File: src/rtl/lcd_ctrl.sv
// lcd_ctrl: HD44780-style bus sequencer fed by a toggle-handshaked command register.
// Commands {RS,RW,DATA} are queued in a small FIFO and replayed with setup,
// enable-pulse, hold and execution timing. All outputs are registered.
// Optional build macro LCD_INIT_EN: run a power-up wait plus a fixed init
// sequence (0x38, 0x0C, 0x01, 0x06) before the first IDLE.
module lcd_ctrl #(
    parameter int unsigned FIFO_DEPTH   = 4,
    parameter int unsigned T_SETUP      = 2,
    parameter int unsigned T_PULSE      = 12,
    parameter int unsigned T_HOLD       = 2,
    parameter int unsigned T_EXEC_SHORT = 2000,
    parameter int unsigned T_EXEC_LONG  = 80000
) (
    input  logic        i_clk,
    input  logic        i_rst_n,
    input  logic [31:0] i_lcd_reg,
    output logic [7:0]  o_lcd_data,
    output logic        o_lcd_rs,
    output logic        o_lcd_rw,
    output logic        o_lcd_en,
    output logic        o_lcd_on,
    output logic        o_busy,
    output logic        o_overflow
);

    function automatic int unsigned max2(input int unsigned a, input int unsigned b);
        return (a > b) ? a : b;
    endfunction

    localparam int unsigned AW   = $clog2(FIFO_DEPTH);
    localparam int unsigned TMAX = max2(max2(max2(T_SETUP, T_PULSE), max2(T_HOLD, T_EXEC_SHORT)), T_EXEC_LONG);
    localparam int unsigned CW   = $clog2(TMAX) + 1;

    typedef enum logic [2:0] {IDLE, SETUP, PULSE, HOLD, EXEC, PWRUP} state_t;

    state_t          state_q;
    logic [CW-1:0]   cnt_q;
    logic [7:0]      data_q;
    logic            rs_q, rw_q, en_q, on_q, busy_q, ovf_q;
    logic            toggle_q;
    logic [9:0]      mem_q [FIFO_DEPTH];
    logic [AW:0]     wr_ptr_q, rd_ptr_q, wr_ptr_d, rd_ptr_d;
    logic            empty, full, toggled, push, pop;
    logic            exec_done, init_more, idle_next, busy_d;
    logic            unused_bits;

`ifdef LCD_INIT_EN
    logic            init_q;
    logic [2:0]      init_idx_q;

    function automatic logic [7:0] init_rom(input logic [2:0] idx);
        case (idx)
            3'd0:    return 8'h38;
            3'd1:    return 8'h0C;
            3'd2:    return 8'h01;
            default: return 8'h06;
        endcase
    endfunction
`endif

    assign unused_bits = ^i_lcd_reg[30:11];

    // FIFO status, handshake detect and next-state summary for o_busy
    always_comb begin
        empty     = (wr_ptr_q == rd_ptr_q);
        full      = (wr_ptr_q[AW] != rd_ptr_q[AW]) && (wr_ptr_q[AW-1:0] == rd_ptr_q[AW-1:0]);
        toggled   = (i_lcd_reg[10] != toggle_q);
        push      = toggled && !full;
        pop       = (state_q == IDLE) && !empty;
        wr_ptr_d  = wr_ptr_q + (AW+1)'(push);
        rd_ptr_d  = rd_ptr_q + (AW+1)'(pop);
        exec_done = (state_q == EXEC) && (cnt_q == '0);
`ifdef LCD_INIT_EN
        init_more = init_q && (init_idx_q != 3'd4);
`else
        init_more = 1'b0;
`endif
        idle_next = ((state_q == IDLE) && !pop) || (exec_done && !init_more);
        busy_d    = (wr_ptr_d != rd_ptr_d) || !idle_next;
    end

    // Command storage (no reset needed; validity comes from the pointers)
    always_ff @(posedge i_clk) begin
        if (push) mem_q[wr_ptr_q[AW-1:0]] <= i_lcd_reg[9:0];
    end

    // Toggle capture, FIFO pointers and sticky overflow
    always_ff @(posedge i_clk or negedge i_rst_n) begin
        if (!i_rst_n) begin
            toggle_q <= 1'b0;
            wr_ptr_q <= '0;
            rd_ptr_q <= '0;
            ovf_q    <= 1'b0;
        end else begin
            toggle_q <= i_lcd_reg[10];
            wr_ptr_q <= wr_ptr_d;
            rd_ptr_q <= rd_ptr_d;
            if (toggled && full) ovf_q <= 1'b1;
        end
    end

    // Bus sequencer FSM with registered bus, strobe, power and busy outputs
    always_ff @(posedge i_clk or negedge i_rst_n) begin
        if (!i_rst_n) begin
`ifdef LCD_INIT_EN
            state_q    <= PWRUP;
            cnt_q      <= CW'(T_EXEC_LONG - 1);
            init_q     <= 1'b1;
            init_idx_q <= '0;
`else
            state_q    <= IDLE;
            cnt_q      <= '0;
`endif
            data_q     <= '0;
            rs_q       <= 1'b0;
            rw_q       <= 1'b0;
            en_q       <= 1'b0;
            on_q       <= 1'b0;
            busy_q     <= 1'b0;
        end else begin
            on_q   <= i_lcd_reg[31];
            busy_q <= busy_d;
            case (state_q)
                IDLE: begin
                    if (pop) begin
                        {rs_q, rw_q, data_q} <= mem_q[rd_ptr_q[AW-1:0]];
                        cnt_q   <= CW'(T_SETUP - 1);
                        state_q <= SETUP;
                    end
                end
                SETUP: begin
                    if (cnt_q == '0) begin
                        en_q    <= 1'b1;
                        cnt_q   <= CW'(T_PULSE - 1);
                        state_q <= PULSE;
                    end else cnt_q <= cnt_q - 1'b1;
                end
                PULSE: begin
                    if (cnt_q == '0) begin
                        en_q    <= 1'b0;
                        cnt_q   <= CW'(T_HOLD - 1);
                        state_q <= HOLD;
                    end else cnt_q <= cnt_q - 1'b1;
                end
                HOLD: begin
                    if (cnt_q == '0) begin
                        cnt_q   <= (!rs_q && data_q[7:2] == '0) ? CW'(T_EXEC_LONG - 1)
                                                                : CW'(T_EXEC_SHORT - 1);
                        state_q <= EXEC;
                    end else cnt_q <= cnt_q - 1'b1;
                end
                EXEC: begin
                    if (cnt_q != '0) begin
                        cnt_q <= cnt_q - 1'b1;
                    end else if (init_more) begin
`ifdef LCD_INIT_EN
                        {rs_q, rw_q, data_q} <= {2'b00, init_rom(init_idx_q)};
                        init_idx_q <= init_idx_q + 3'd1;
                        cnt_q      <= CW'(T_SETUP - 1);
                        state_q    <= SETUP;
`endif
                    end else begin
`ifdef LCD_INIT_EN
                        init_q  <= 1'b0;
`endif
                        state_q <= IDLE;
                    end
                end
                PWRUP: begin
`ifdef LCD_INIT_EN
                    if (cnt_q == '0) begin
                        {rs_q, rw_q, data_q} <= {2'b00, init_rom(3'd0)};
                        init_idx_q <= 3'd1;
                        cnt_q      <= CW'(T_SETUP - 1);
                        state_q    <= SETUP;
                    end else cnt_q <= cnt_q - 1'b1;
`else
                    state_q <= IDLE;
`endif
                end
                default: state_q <= IDLE;
            endcase
        end
    end

    assign o_lcd_data = data_q;
    assign o_lcd_rs   = rs_q;
    assign o_lcd_rw   = rw_q;
    assign o_lcd_en   = en_q;
    assign o_lcd_on   = on_q;
    assign o_busy     = busy_q;
    assign o_overflow = ovf_q;

endmodule

File: config.mk
export PLATFORM = sky130hd
export DESIGN_NAME = lcd_ctrl
export DESIGN_NICKNAME = d
export VERILOG_FILES = /design/src/rtl/lcd_ctrl.sv
export SDC_FILE = /design/constraint.sdc
export NUM_CORES = 1
export LEC_CHECK = 0
export ABC_AREA = 1
export CAP_MARGIN = 20
export CORE_UTILIZATION = 45
export DETAILED_ROUTE_END_ITERATION = 12
export PLACE_DENSITY = 0.7
export SYNTH_ARGS = -nofsm -noshare
export SYNTH_HDL_FRONTEND = slang
export SYNTH_SLANG_ARGS = --single-unit
File: constraint.sdc
create_clock -name i_clk -period 2.36 [get_ports i_clk]
set_input_delay 0.472 -clock i_clk [delete_from_list [all_inputs] [get_ports i_clk]]
set_output_delay 0.472 -clock i_clk [all_outputs]
set_load 0.02 [all_outputs]
* Word-level counts from Yosys, hierarchy flattened
Memories as Yosys holds them, arrays and structs flattened. A register that Yosys moved wholly into a read port is not among the register bits. Index checks and enable logic that the tools add are counted.
Storage, ports and cells: register bits 32, output and inout bits 14, bits in writable memories 40, memories kept 1, word-level logic and storage cells 71, input port bits 34, latch bits 0, memory bits (read-only) 0
Cells by class: equality and inequality tests 15, divide/modulo/power cells 0, reduce and logical (&&, ||, !) cells 25, multipliers 0, shift-type cells 0, bitwise operators 0, $lt $le $gt $ge 0, add/subtract/negate cells 3, muxes and demuxes 18
Memory list:
- mem_q | depth 4, bits a word 10, rd ports 1, clocked after Yosys merged registers in 1, write ports 1, line 41 | logic [9:0] mem_q [FIFO_DEPTH];
Operators by type and width (count):
- 18-bit two-way mux | 5
- 18-bit one-hot mux with 5 select lines | 1
- 18-bit zero test | 1
- 18-bit nonzero test | 1
- 18-bit by 1-bit subtractor with 18-bit output, second input constant | 1
- 17-bit two-way mux | 1
- 3-bit two-way mux | 5
- 3-bit one-hot mux with 5 select lines | 1
- 2-bit inequality test, second input constant | 5
- 1-bit logical AND | 7
- 3-bit by 1-bit adder with 3-bit output | 2
- 3-bit by 2-bit == test with 1-bit output, second input constant | 2
- 1-bit zero test | 6
- 6-bit zero test | 1
- 3-bit AND reduction | 2
- 5-bit AND reduction | 1
- 5-bit nonzero test | 1
- 1-bit two-way mux | 4
- 3-bit by 1-bit == test with 1-bit output, second input constant | 1
- 3-bit == test | 1
- 3-bit == test, second input constant | 1
- 3-bit zero test | 1
- 3-bit inequality test | 1
- 2-bit == test | 1
- other kinds (6) | 8

* Longest topological paths before layout
depth in word-level cells 8, depth in mapped cells 15

* Worst setup path before layout
No wires, ideal clock.
path type flip-flop to flip-flop, start point register wr_ptr_q[2], end point memory mem_q[0][0] (enable), arrival time 1.616 ns, buffers on the path 0, path slack 0.354 ns, stages on the path, launching flop included 6, period minus slack after synthesis 2.006 ns, path through dfrtp_1 -> xnor2_1 -> nor2_1 -> inv_1 -> nand2_1 -> nor3_1
Between the ends: word-level cells in the longest chain between the ends 6
Ends and longest elaborated chain:
- start: declaration | line 42 | logic [AW:0] wr_ptr_q, rd_ptr_q, wr_ptr_d, rd_ptr_d;
- start signal: assignment | line 96 | wr_ptr_q <= wr_ptr_d;
- 1-bit inequality test | line 66 | full = (wr_ptr_q[AW] != rd_ptr_q[AW]) && (wr_ptr_q[AW-1:0] == rd_ptr_q[AW-1:0]);
- 1-bit logical AND | line 66
- 1-bit zero test | line 68 | push = toggled && !full;
- 1-bit logical AND | line 68
- 1-bit two-way mux | line 84 | if (push) mem_q[wr_ptr_q[AW-1:0]] <= i_lcd_reg[9:0];
- 1-bit two-way mux (not written as such) | line 84
- end: declaration | line 41
No other way between the ends.

* Worst setup path in the final report
start point register rd_ptr_q[1], end point register busy_q, in the netlist o_busy
RTL lines:
- start: declaration | line 42
- start signal: assignment | line 97 | rd_ptr_q <= rd_ptr_d;
- 2-bit == test | line 66
- 1-bit logical AND | line 66
- 1-bit zero test | line 68
- 1-bit logical AND | line 68
- 3-bit by 1-bit adder with 3-bit output | line 70 | wr_ptr_d = wr_ptr_q + (AW+1)'(push);
- net wr_ptr_d[1] | line 42
- 3-bit inequality test | line 79 | busy_d = (wr_ptr_d != rd_ptr_d) || !idle_next;
- 1-bit logical OR | line 79
- net busy_d | line 44 | logic exec_done, init_more, idle_next, busy_d;
- end signal: assignment | line 122 | busy_q <= busy_d;
- end: declaration | line 39 | logic rs_q, rw_q, en_q, on_q, busy_q, ovf_q;
The timed path passes the listed nets, and every way through them passes these cells. A chain may end at the register's enable or synchronous reset.

==> out/summary.txt <==
wire length per cell = 13.3 um
fraction of registers with async set/reset = 51.2%
DRT antenna net count = 0
status = finished clean
Final Hold Vio Count = 0
Worst Setup Slack, final = 0.173 ns
Worst-path clk slew = 0.10 ns
largest family of logic cells by synthesized area = simple AND/OR/NAND/NOR gates
number of diodes = 0
Synth Area in Adders = 1.85%
Total Routed Length = 8110 um
Synth Warn # = 0
clock tree buffer depth = 2
DP Area = 4500 um2
met1 global-route usage = 21.5%
post-DP HPWL = 5640 um
final net count = 536
CTS H-tree lvls = 3
WS Path Type = reg -> reg
Initial DRC Count = 125
Mapped Area = 4070 um2
Required @ worst endpoint = 2.59 ns
Final Util = 54.0%
antenna violations before repair = 0
total track usage = 18.4%
busiest grt layer = met2
die width = 97.0 um
number of remaining DRC errors = 0
DRT Pass-1 Iters = 4
vias per std cell = 5.05
I/O Pins = 48
placed cells = 593
Layout area overhead = 15.8%
Hold Crit Class = in -> async
hold_buf cts = 0
Syn Inst Count = 457
GR Overflow Total = 0
mux contribution to synthesized area = 0%
Worst Path Max Fanout = 5
EDFF count, synth = 40
met2 usage = 33.1%
Min Hold Slack = 0.0748 ns
clock skew = 0.0133 ns
Die ar. = 9420 um2
synthesized flop and latch total = 82
post-layout min period = 2.19 ns
met3 global-route usage = 3.90%
simple-gate area share of the yosys netlist = 28.9%
maxcap violations = 0
share of post-route cells with drive strength above 1 = 11.6%
Root Buffer = clkbuf_8
syn avg cell area = 8.90 um2
slew at the pin with the worst max-slew slack = 0.525 ns
clk_lat worst skew = 0.36 ns
Peak supply drop = 0.618 mV
Die H = 97.0 um
design area = 4710 um2
vias in the first global route = 2,971
largest net degree at the start of global routing = 23
I/O Buffers = 27
fillcell total = 781
post-synthesis compound-gate area fraction = 5.85%
total core area = 8720 um2
CTS tree = built
most frequent cells in the layout = 134 x nand2_1, 77 x nor2_1, 42 x dfrtp_1
Worst Path Arrival = 2.42 ns
Setup Slack @ Placement = 0.0801 ns
Primary FF master, synth = dfrtp_1
commonest non-fill, non-tap cell in the layout = nand2_1
Critical Path End Type = flop
Rel. slew slack = 65.0%
sum of negative setup slack = 0 ns
FP Rows = 34
CTS Sinks = 82
Final Setup Violations = 0
CP Launch Type = flop
cts bufs inserted = 9
Initial Util = 46.6%
fmax = 457 MHz
RSZ-0062 raised after global routing = false
postcts setup bufs = 0
PD cells = 1370 nW/um2
Vias = 3,073
number of distinct library cells after synthesis = 34
Post-Synth XOR/XNOR Area = 2.80%
Final Non-Filler Cells = 609
Final Cycle Share = 92.7%
register area share after synthesis = 55.4%
max-slew violation count = 0
Overall Power = 6.44 mW
Syn Nets = 497
Pleak = 2.15 nW
first-pass GRT wire length = 13,600 um
RePlAce Congestion = 0.805
timing repair:
item                       in CTS  in global routing
setup endpoints to repair       0                  1
gates resized for setup         0                  1
hold endpoints to repair        0                  0
final cells by class:
cell class | count | area (um2) | share of cell area [%]
clock buffer | 9 | 124 | 2.63
sequential | 82 | 2250 | 47.8
timing repair buffer | 39 | 368 | 7.82
inverter | 37 | 146 | 3.11
clock inverter | 7 | 76.3 | 1.62
tap | 108 | 135 | 2.87
multi-input combinational | 327 | 1610 | 34.1
power by group:
| group | switching (mW) | leakage [nW] | internal, mW | total, mW |
|---|---|---|---|---|
| clock network | 0.594 | 0.103 | 0.425 | 1.02 |
| logic | 2.00 | 1.17 | 1.16 | 3.16 |
| registers | 0.309 | 0.880 | 1.95 | 2.26 |
| total | 2.90 | 2.15 | 3.54 | 6.44 |
kinds of logic after synthesis:
family,count (synthesis)
AOI/OAI and AO/OA,44
xor gates and xnor gates,13
adders and majority gates,6
buffers and inverters,48
DFF,82
and+or+nand+nor,264
state kept, by name (all words and copies together) (netlist names):
signal	count
cnt_q	18
mem_q	40
o_busy	1
o_lcd_data	8
o_lcd_en	1
o_lcd_on	1
o_lcd_rs	1
o_lcd_rw	1
o_overflow	1
rd_ptr_q	3
state_q	3
toggle_q	1
wr_ptr_q	3
synthesized netlist by cell type (5+ instances only):
cell      instances  area, um2
a31oi_1           9       56.3
clkbuf_1          6       22.5
dfrtp_1          42       1050
edfxtp_1         40       1200
ha_1              6       75.1
inv_1            30        113
inv_2             6       22.5
nand2_1         134        503
nand2_2           5       31.3
nand3_1          16       80.1
nand3b_1          5       37.5
nand4_1           6       37.5
nor2_1           78        293
o21ai_0          26        130
xnor2_1           5       43.8
xor2_1            8       70.1
worst max-delay path, cell delays in order, from the launching register on:
cell	delay, ns
dfrtp_1	0.44
inv_1	0.08
nand2_1	0.06
nand2_1	0.05
nor2_2	0.16
inv_1	0.05
nor2_1	0.14
inv_1	0.06
nand2_1	0.08
inv_1	0.05
ha_1	0.17
ha_1	0.30
xor2_1	0.17
a21oi_1	0.15
nand4_1	0.11
metal layers:
metal	part of all wire [%]	wire length, um
met5	0	0
met4	1.4	115
met3	4.0	324
met2	51	4120
met1	44	3550
worst paths after layout:
path	to	cells after the start	slack, ns	from
max	o_busy	14	0.17	rd_ptr_q[1]
min	cnt_q[5]	1	0.07	i_rst_n
max reg2reg	o_busy	14	0.17	rd_ptr_q[1]
min reg2reg	o_overflow	1	0.47	o_overflow
max in group asynchronous	o_lcd_data[0]	2	1.78	i_rst_n
min in group i_clk	o_overflow	1	0.47	o_overflow
Note: power is estimated with default switching activity, not from simulation.
